$ cat src/rtl/pwm_audio_dac.sv
// PWM audio DAC: qualifies the synchronised sample for stability, latches it only at
// period boundaries and plays it as a single-bit PWM stream of period 2^WIDTH.
module pwm_audio_dac #(
    parameter int WIDTH         = 12,
    parameter int STABLE_CYCLES = 2
) (
    input  logic             slow_clk,
    input  logic             reset_n,
    input  logic [WIDTH-1:0] sync_data,
    input  logic             enable,
    output logic             pwm_out,
    output logic             period_start,
    output logic [WIDTH-1:0] active_sample,
    output logic             sample_changed
);

    localparam logic [WIDTH-1:0] CNT_MAX  = {WIDTH{1'b1}};
    localparam logic [2:0]       STABLE_N = 3'(STABLE_CYCLES);

    typedef enum logic [0:0] {
        MUTE = 1'b0,
        RUN  = 1'b1
    } state_t;

    state_t           state_r;
    state_t           state_nxt_s;
    logic [WIDTH-1:0] prev_r;
    logic [WIDTH-1:0] candidate_r;
    logic [2:0]       run_len_r;
    logic [2:0]       run_len_nxt_s;
    logic             cand_load_s;
    logic [WIDTH-1:0] cnt_r;
    logic [WIDTH-1:0] cnt_nxt_s;
    logic             pwm_r;
    logic             pwm_nxt_s;
    logic             period_start_r;
    logic             period_start_nxt_s;
    logic [WIDTH-1:0] active_sample_r;
    logic [WIDTH-1:0] active_sample_nxt_s;
    logic             sample_changed_r;
    logic             sample_changed_nxt_s;
    logic             period_end_s;

    // Run-length of the current sync_data value, saturating at STABLE_CYCLES.
    always_comb begin
        run_len_nxt_s = 3'd1;
        if (sync_data == prev_r) begin
            if (run_len_r >= STABLE_N) begin
                run_len_nxt_s = STABLE_N;
            end else begin
                run_len_nxt_s = run_len_r + 3'd1;
            end
        end else begin
            run_len_nxt_s = 3'd1;
        end
        cand_load_s = (run_len_nxt_s == STABLE_N);
    end

    // Stability filter registers; candidate only takes values held long enough.
    always_ff @(posedge slow_clk or negedge reset_n) begin
        if (!reset_n) begin
            prev_r      <= '0;
            run_len_r   <= 3'd0;
            candidate_r <= '0;
        end else begin
            prev_r    <= sync_data;
            run_len_r <= run_len_nxt_s;
            if (cand_load_s) begin
                candidate_r <= sync_data;
            end else begin
                candidate_r <= candidate_r;
            end
        end
    end

    // FSM state register.
    always_ff @(posedge slow_clk or negedge reset_n) begin
        if (!reset_n) begin
            state_r <= MUTE;
        end else begin
            state_r <= state_nxt_s;
        end
    end

    // FSM next-state logic: enable alone moves between MUTE and RUN.
    always_comb begin
        state_nxt_s = state_r;
        case (state_r)
            MUTE: begin
                if (enable) begin
                    state_nxt_s = RUN;
                end else begin
                    state_nxt_s = MUTE;
                end
            end
            RUN: begin
                if (!enable) begin
                    state_nxt_s = MUTE;
                end else begin
                    state_nxt_s = RUN;
                end
            end
            default: state_nxt_s = MUTE;
        endcase
    end

    // FSM output logic: next values of counter and registered outputs.
    always_comb begin
        cnt_nxt_s            = '0;
        pwm_nxt_s            = 1'b0;
        period_start_nxt_s   = 1'b0;
        active_sample_nxt_s  = active_sample_r;
        sample_changed_nxt_s = 1'b0;
        period_end_s         = (cnt_r == CNT_MAX);
        case (state_r)
            MUTE: begin
                if (enable) begin
                    active_sample_nxt_s  = candidate_r;
                    period_start_nxt_s   = 1'b1;
                    sample_changed_nxt_s = (candidate_r != active_sample_r);
                end else begin
                    period_start_nxt_s = 1'b0;
                end
            end
            RUN: begin
                if (!enable) begin
                    cnt_nxt_s = '0;
                end else begin
                    cnt_nxt_s          = cnt_r + WIDTH'(1);
                    pwm_nxt_s          = (cnt_r < active_sample_r);
                    period_start_nxt_s = period_end_s;
                    // The candidate registered before this edge is the one that gets loaded.
                    if (period_end_s) begin
                        active_sample_nxt_s  = candidate_r;
                        sample_changed_nxt_s = (candidate_r != active_sample_r);
                    end else begin
                        sample_changed_nxt_s = 1'b0;
                    end
                end
            end
            default: begin
                cnt_nxt_s = '0;
            end
        endcase
    end

    // Datapath and output registers.
    always_ff @(posedge slow_clk or negedge reset_n) begin
        if (!reset_n) begin
            cnt_r            <= '0;
            pwm_r            <= 1'b0;
            period_start_r   <= 1'b0;
            active_sample_r  <= '0;
            sample_changed_r <= 1'b0;
        end else begin
            cnt_r            <= cnt_nxt_s;
            pwm_r            <= pwm_nxt_s;
            period_start_r   <= period_start_nxt_s;
            active_sample_r  <= active_sample_nxt_s;
            sample_changed_r <= sample_changed_nxt_s;
        end
    end

    assign pwm_out        = pwm_r;
    assign period_start   = period_start_r;
    assign active_sample  = active_sample_r;
    assign sample_changed = sample_changed_r;

endmodule

$ cat config.mk
export PLATFORM = sky130hd
export DESIGN_NAME = pwm_audio_dac
export DESIGN_NICKNAME = d
export VERILOG_FILES = /design/src/rtl/pwm_audio_dac.sv
export SDC_FILE = /design/constraint.sdc
export NUM_CORES = 1
export LEC_CHECK = 0
export CAP_MARGIN = 20
export CORE_MARGIN = 2
export CORE_UTILIZATION = 23
export CTS_CLUSTER_DIAMETER = 100
export CTS_CLUSTER_SIZE = 12
export DETAILED_ROUTE_END_ITERATION = 8
export GPL_TIMING_DRIVEN = 0
export PLACE_DENSITY_LB_ADDON = 0.3
export SYNTH_ARGS = -nofsm -noshare
export SYNTH_HDL_FRONTEND = slang
export SYNTH_SLANG_ARGS = --single-unit
export TNS_END_PERCENT = 50
$ cat constraint.sdc
create_clock -name slow_clk -period 4.2 [get_ports slow_clk]
set_clock_uncertainty 0.15 [all_clocks]
set_input_delay 0.84 -clock slow_clk [delete_from_list [all_inputs] [get_ports slow_clk]]
set_output_delay 0.84 -clock slow_clk [all_outputs]
set_load 0.005 [all_outputs]
; After elaboration in Yosys (flattened, before gate mapping)
; Cells that the tools add are included.
[classes]
muxes = 17
add_sub_neg = 2
n_lt_le_gt_ge = 2
eq_ne = 7
bitwise_logic = 1
reduce_logical = 1
[ops]
columns = cell, n
row1 = 12-bit 2-to-1 mux, 5
row2 = 12-bit case mux with 2 select lines, 1
row3 = 12-bit by 1-bit adder with 12-bit output (second input constant), 1
row4 = 12-bit equality test, 1
row5 = 12-bit equality test (second input constant), 1
row6 = 12-bit less-than comparator, 1
row7 = 12-bit != test, 1
row8 = 1-bit 2-to-1 mux, 7
row9 = 3-bit 2-to-1 mux, 2
row10 = 2-bit != test (second input constant), 2
row11 = 1-bit case mux with 2 select lines, 2
row12 = 3-bit by 1-bit adder with 3-bit output (second input constant), 1
row13 = 3-bit by 2-bit equality test with 1-bit output (second input constant), 1
row14 = 3-bit by 2-bit >= comparator with 1-bit output (second input constant), 1
row15 = 3-bit AND reduction, 1
row16 = 2-bit by 1-bit != test with 1-bit output (second input constant), 1
row17 = 1-bit inverter, 1
[word_totals]
register_bits = 55
output_inout_bits = 15
input_bits = 15

; Longest topological paths before layout
[logic_depth]
word_depth = 4
ltp_mapped = 7
depth_no_buf = 7

; Least setup slack after synthesis
; Ideal clock, no wire load.
[synth_timing]
path_kind = input to register
start = in sync_data[11]
end = reg candidate_r[10]
cell_stages = 6
n_path_buf = 1
t_arrival_ns = 2.170
path_slack_ns = 1.756
cell_sequence = xor2_1 -> nor4_1 -> nand2_1 -> a211oi_2 -> buf_4 -> mux2_2
[synth_between]
elab_chain_cells = 3
[synth_rtl]
columns = item, line
row1 = "start, declared", 9  ; input logic [WIDTH-1:0] sync_data,
row2 = 12-bit equality test, 47  ; if (sync_data == prev_r) begin
row3 = 3-bit 2-to-1 mux, 47
row4 = 3-bit by 2-bit equality test with 1-bit output, 56  ; cand_load_s = (run_len_nxt_s == STABLE_N);
row5 = "end signal, assigned", 69  ; candidate_r <= sync_data;
row6 = "end signal, assigned", 71  ; candidate_r <= candidate_r;
row7 = "end, declared", 28  ; logic [WIDTH-1:0] candidate_r;
; Every way passes these cells.
; A chain may end at the register's enable or synchronous reset.

; Worst setup path after layout
[layout_timing]
start = in sync_data[3]
end = reg candidate_r[8]
; The elaborated chain is that of the path after synthesis.

==> results <==
- The max-slew violation count was 0.
- The global routing usage summed across all routing layers is 0.0913.
- Of the synthesized area, sequential elements account for 0.532.
- The buffers inserted during post-CTS setup optimization is 0.
- The first global-routing pass estimated 8.42 mm of wire.
- The fraction of post-synthesis cell area in the top cell type by area is 0.532.
- The area growth from synthesis to final layout is 22.4%.
- Detailed placement ended at an HPWL of 3.81 mm.
- Buffers placed on the I/O ports in this run total 29.
- For this run, asynchronously set or reset flops after synthesis account for 1.00.
- The type of the worst setup path is primary input to flop.
- STA puts the critical path data arrival time at 3000 ps.
- Post-CTS repair changed the size of 0 cells.
- The placement-stage worst setup slack is 900 ps.
- The via count of the first global-routing pass came to 1,667.
- For this run, design rule violations remaining after detail routing come to 0.
- In the final routed layout, each cell accounts on average for 13.0 um.
- The overall via count from detail_route is 1,565.
- Counting every sink on the clock net gives 55.
- For this run, the number of Yosys warnings is 0.
- The startpoint type of the worst setup path is a primary input.
- The total wire length after detailed routing is 4.98 mm.
- The synthesized netlist net count is 233.
- The floorplan row count is 38.
- For met2 alone, demand over resource in global routing was 0.144.
- The number of hold-slack violations in the final timing report came to 0.
- Across the whole layout, storage elements account for 1380 um^2.
- For this configuration, the core starts out at a cell density of 0.238.
- The horizontal die dimension is 110 um.
- Entering global routing, the biggest net connects 39 pins.
- CTS built an H-tree with a depth of 2.
- The cell with the most instances after synthesis is sky130_fd_sc_hd__dfrtp_1.
- In this run the count of I/O pins placed on the die edge is 30.
- The number of antenna violations at the first check in global routing is 0.
- In the final timing run, aggregate negative setup slack is 0 ps.
- The total overflow left after global routing is 0.
- The hold buffer count at CTS is 0.
- The dominant delay contributor by cell family on the critical path is buffers and inverters.
- After synthesis, the most frequently instantiated cells are 55 x sky130_fd_sc_hd__dfrtp_1, 22 x sky130_fd_sc_hd__xnor2_1, 16 x sky130_fd_sc_hd__inv_1, 16 x sky130_fd_sc_hd__mux2_2, 14 x sky130_fd_sc_hd__ha_1.
- The largest individual stage delay along the critical path comes from the cell sky130_fd_sc_hd__clkdlybuf4s50_1.
- For this run, global-route usage on met1 was measured as 0.124.
- 0 antenna diodes ended up in the layout.
- The number of clock buffers added by TritonCTS is 5.
- The congestion estimate from routability-driven global placement came to 0.753.
- After floorplanning, the core was sized to cover 10,900 um^2.
- The number of setup violations in the final report is 0.
- For this block, the initial DRC count from the detailed router was 39.
- The number of flops mapped to enable cells by yosys is 0.
- The min-delay analysis places its worst path in the category primary input to asynchronous set/reset pin.
- The number of max-cap violations is 0.
- The post-synthesis cell type count is 35.
- The area of the multi-input gates is 1130 um^2.
- The clock root buffer is sky130_fd_sc_hd__clkbuf_8.
- The maximum number of buffers from clock root to sink is 2.
- The clock tree from TritonCTS is yes.
- The worst supply voltage drop on vdd is 0.000123 V.
- The pre-antenna-repair detailed-routing pass consisted of 3 iterations.
- The leakage dissipation is 1.39 nW.
- For this run, the leading register cell type out of synthesis is sky130_fd_sc_hd__dfrtp_1.
- The finished cells cover 3170 um^2.
- The actual transition at the worst max-transition pin is 498 ps.
- The clock edge transition at the registers on the reported setup and hold paths is 100 ps.
- The die footprint is 12,100 um^2.
- Setup repair after global routing left no endpoint under its margin.
- The die boundary height is 110 um.
- The number of buffer and inverter stages on the critical path is 2.
- After filler insertion, the fill cell instance count of the layout stands at 1,129.
- The insertion delay of the later-clocked pin in the worst-skew pair is 300 ps.
- The number of synthesized register bits is 55.
- The post-detailed-route via-to-cell ratio is 4.10.
- The maximum frequency from static timing analysis is 338 MHz.
- For this run, the post-layout net count is 270.
- In the post-synthesis netlist, the biggest area contributors are sky130_fd_sc_hd__dfrtp_1 53%, sky130_fd_sc_hd__xnor2_1 7.4%, sky130_fd_sc_hd__mux2_2 7.0%, sky130_fd_sc_hd__ha_1 6.8%, sky130_fd_sc_hd__mux2_4 4.6%.
- Summing all placed instances gives a cell area of 3070 um^2.
- The cell count after synthesis is 204.
- The signal on the critical path passes through clkdlybuf4s50_1 -> xor2_1 -> nor4_1 -> nand2_1 -> a211oi_2 -> buf_4 -> mux2_2.
- Once routing completed, OpenROAD measured the worst setup slack at 1250 ps.
- The total standard cell area after synthesis is 2590 um^2.
- The required arrival time at the worst endpoint is 4250 ps.
- Measured against its own limit, the worst slew margin works out to 0.668.
- The layer flagged by global routing as most heavily used is met2.
- The worst setup path is captured at a flop.
- The power per standard cell area is 300 nW/um^2.
- The clock period could shrink to 2950 ps.
- The biggest cell delay along the critical path is 460 ps.
- The met3 track utilization from global routing is 0.0235.
- The average cell area after synthesis is 12.7 um^2.
- Summed over all instances, the cell type with the most area after synthesis is sky130_fd_sc_hd__dfrtp_1.
- The post-detailed-route count of antenna-violating nets is 0.
- The layout cell share with drive strength beyond 1 is 0.178.
- The flow ran to the end, and the final reports show no timing, DRC or antenna violations.
- Along the worst path, the maximum fanout reaches 10.
- Dividing the final minimum period by the clock period gives 0.704.
==> stage by stage <==
stage	power, mW	cells	util	hold slack, ps
floorplan	0.594	204	-	310
global placement	0.639	373	0.280	364
detailed placement	0.642	374	0.282	354
CTS	0.966	382	0.291	317
global route	0.999	382	0.291	324
finish	0.951	382	0.291	309
==> cell families after synthesis <==
group	synth area share
AOI/OAI and AO/OA	0.0522
xor gates and xnor gates	0.108
adders and majority gates	0.0677
buffers and inverters	0.0319
DFF	0.532
muxes	0.116
and+or+nand+nor	0.0919
==> cell type report <==
class	instances	area share
Buffer	3	0.00711
Clock buffer	6	0.0261
Clock inverter	2	0.00553
Inverter	16	0.0190
Multi-Input combinational cell	130	0.356
Sequential cell	55	0.434
Tap cell	140	0.0553
Timing Repair Buffer	30	0.0964
==> cell usage in the layout, fill, tap and decap left out, types with 3 or more instances in the layout <==
master and count:
sky130_fd_sc_hd__mux2_4 8, sky130_fd_sc_hd__dfrtp_1 55, sky130_fd_sc_hd__ha_1 14, sky130_fd_sc_hd__clkdlybuf4s50_1 28, sky130_fd_sc_hd__nand3_1 3, sky130_fd_sc_hd__nor3_1 4
sky130_fd_sc_hd__nand4_1 5, sky130_fd_sc_hd__inv_1 16, sky130_fd_sc_hd__nand2_1 7, sky130_fd_sc_hd__clkbuf_8 6, sky130_fd_sc_hd__a21oi_1 4, sky130_fd_sc_hd__xnor2_1 22
sky130_fd_sc_hd__mux2_2 16, sky130_fd_sc_hd__xor2_1 10, sky130_fd_sc_hd__nor2_1 12
==> state kept, by name, summed over array words and instances (netlist names) <==
register	flops
cnt_r	12
prev_r	12
active_sample	12
pwm_out	1
candidate_r	12
sample_changed	1
state_r	1
run_len_r	3
period_start	1
==> path summary, 6_finish.rpt <==
kind                                                     end                 from  slack (ps)  depth (start not counted)
worst max-delay path              candidate_r[8]$_DFFE_PN0N_         sync_data[3]        1250                          7
worst min-delay path                      cnt_r[7]$_DFF_PN0_              reset_n         310                          1
worst max register to register    candidate_r[8]$_DFFE_PN0N_  prev_r[3]$_DFF_PN0_        1860                          6
worst min register to register            cnt_r[0]$_DFF_PN0_   cnt_r[0]$_DFF_PN0_         370                          1
max in group asynchronous       active_sample[0]$_DFFE_PN0P_              reset_n        3050                          2
min in group slow_clk                     cnt_r[0]$_DFF_PN0_   cnt_r[0]$_DFF_PN0_         370                          1
==> routing by layer <==
metal  part of all wire  vias up  wire length, um
met2               0.45       22             2250
met3              0.045        2              222
met4             0.0096        0               48
met1               0.49      769             2460
li1                   -      772                -
met5                  0        -                0
==> power breakdown <==
group | internal, mW | switching, mW | total (mW)
logic | 0.0407 | 0.0382 | 0.0789
clock network | 0.139 | 0.182 | 0.321
registers | 0.542 | 0.00885 | 0.551
==> worst register-to-register path: cells and delay by family (launching register included) <==
kind / cells / cell delay [ps]
XOR/XNOR: 1 / 170
flip-flops: 1 / 390
buffers and inverters: 1 / 250
AND/OR/NAND/NOR: 2 / 620
multiplexers: 1 / 350
AO/OA/AOI/OAI: 1 / 310
Power figures use the tool's default switching activity.
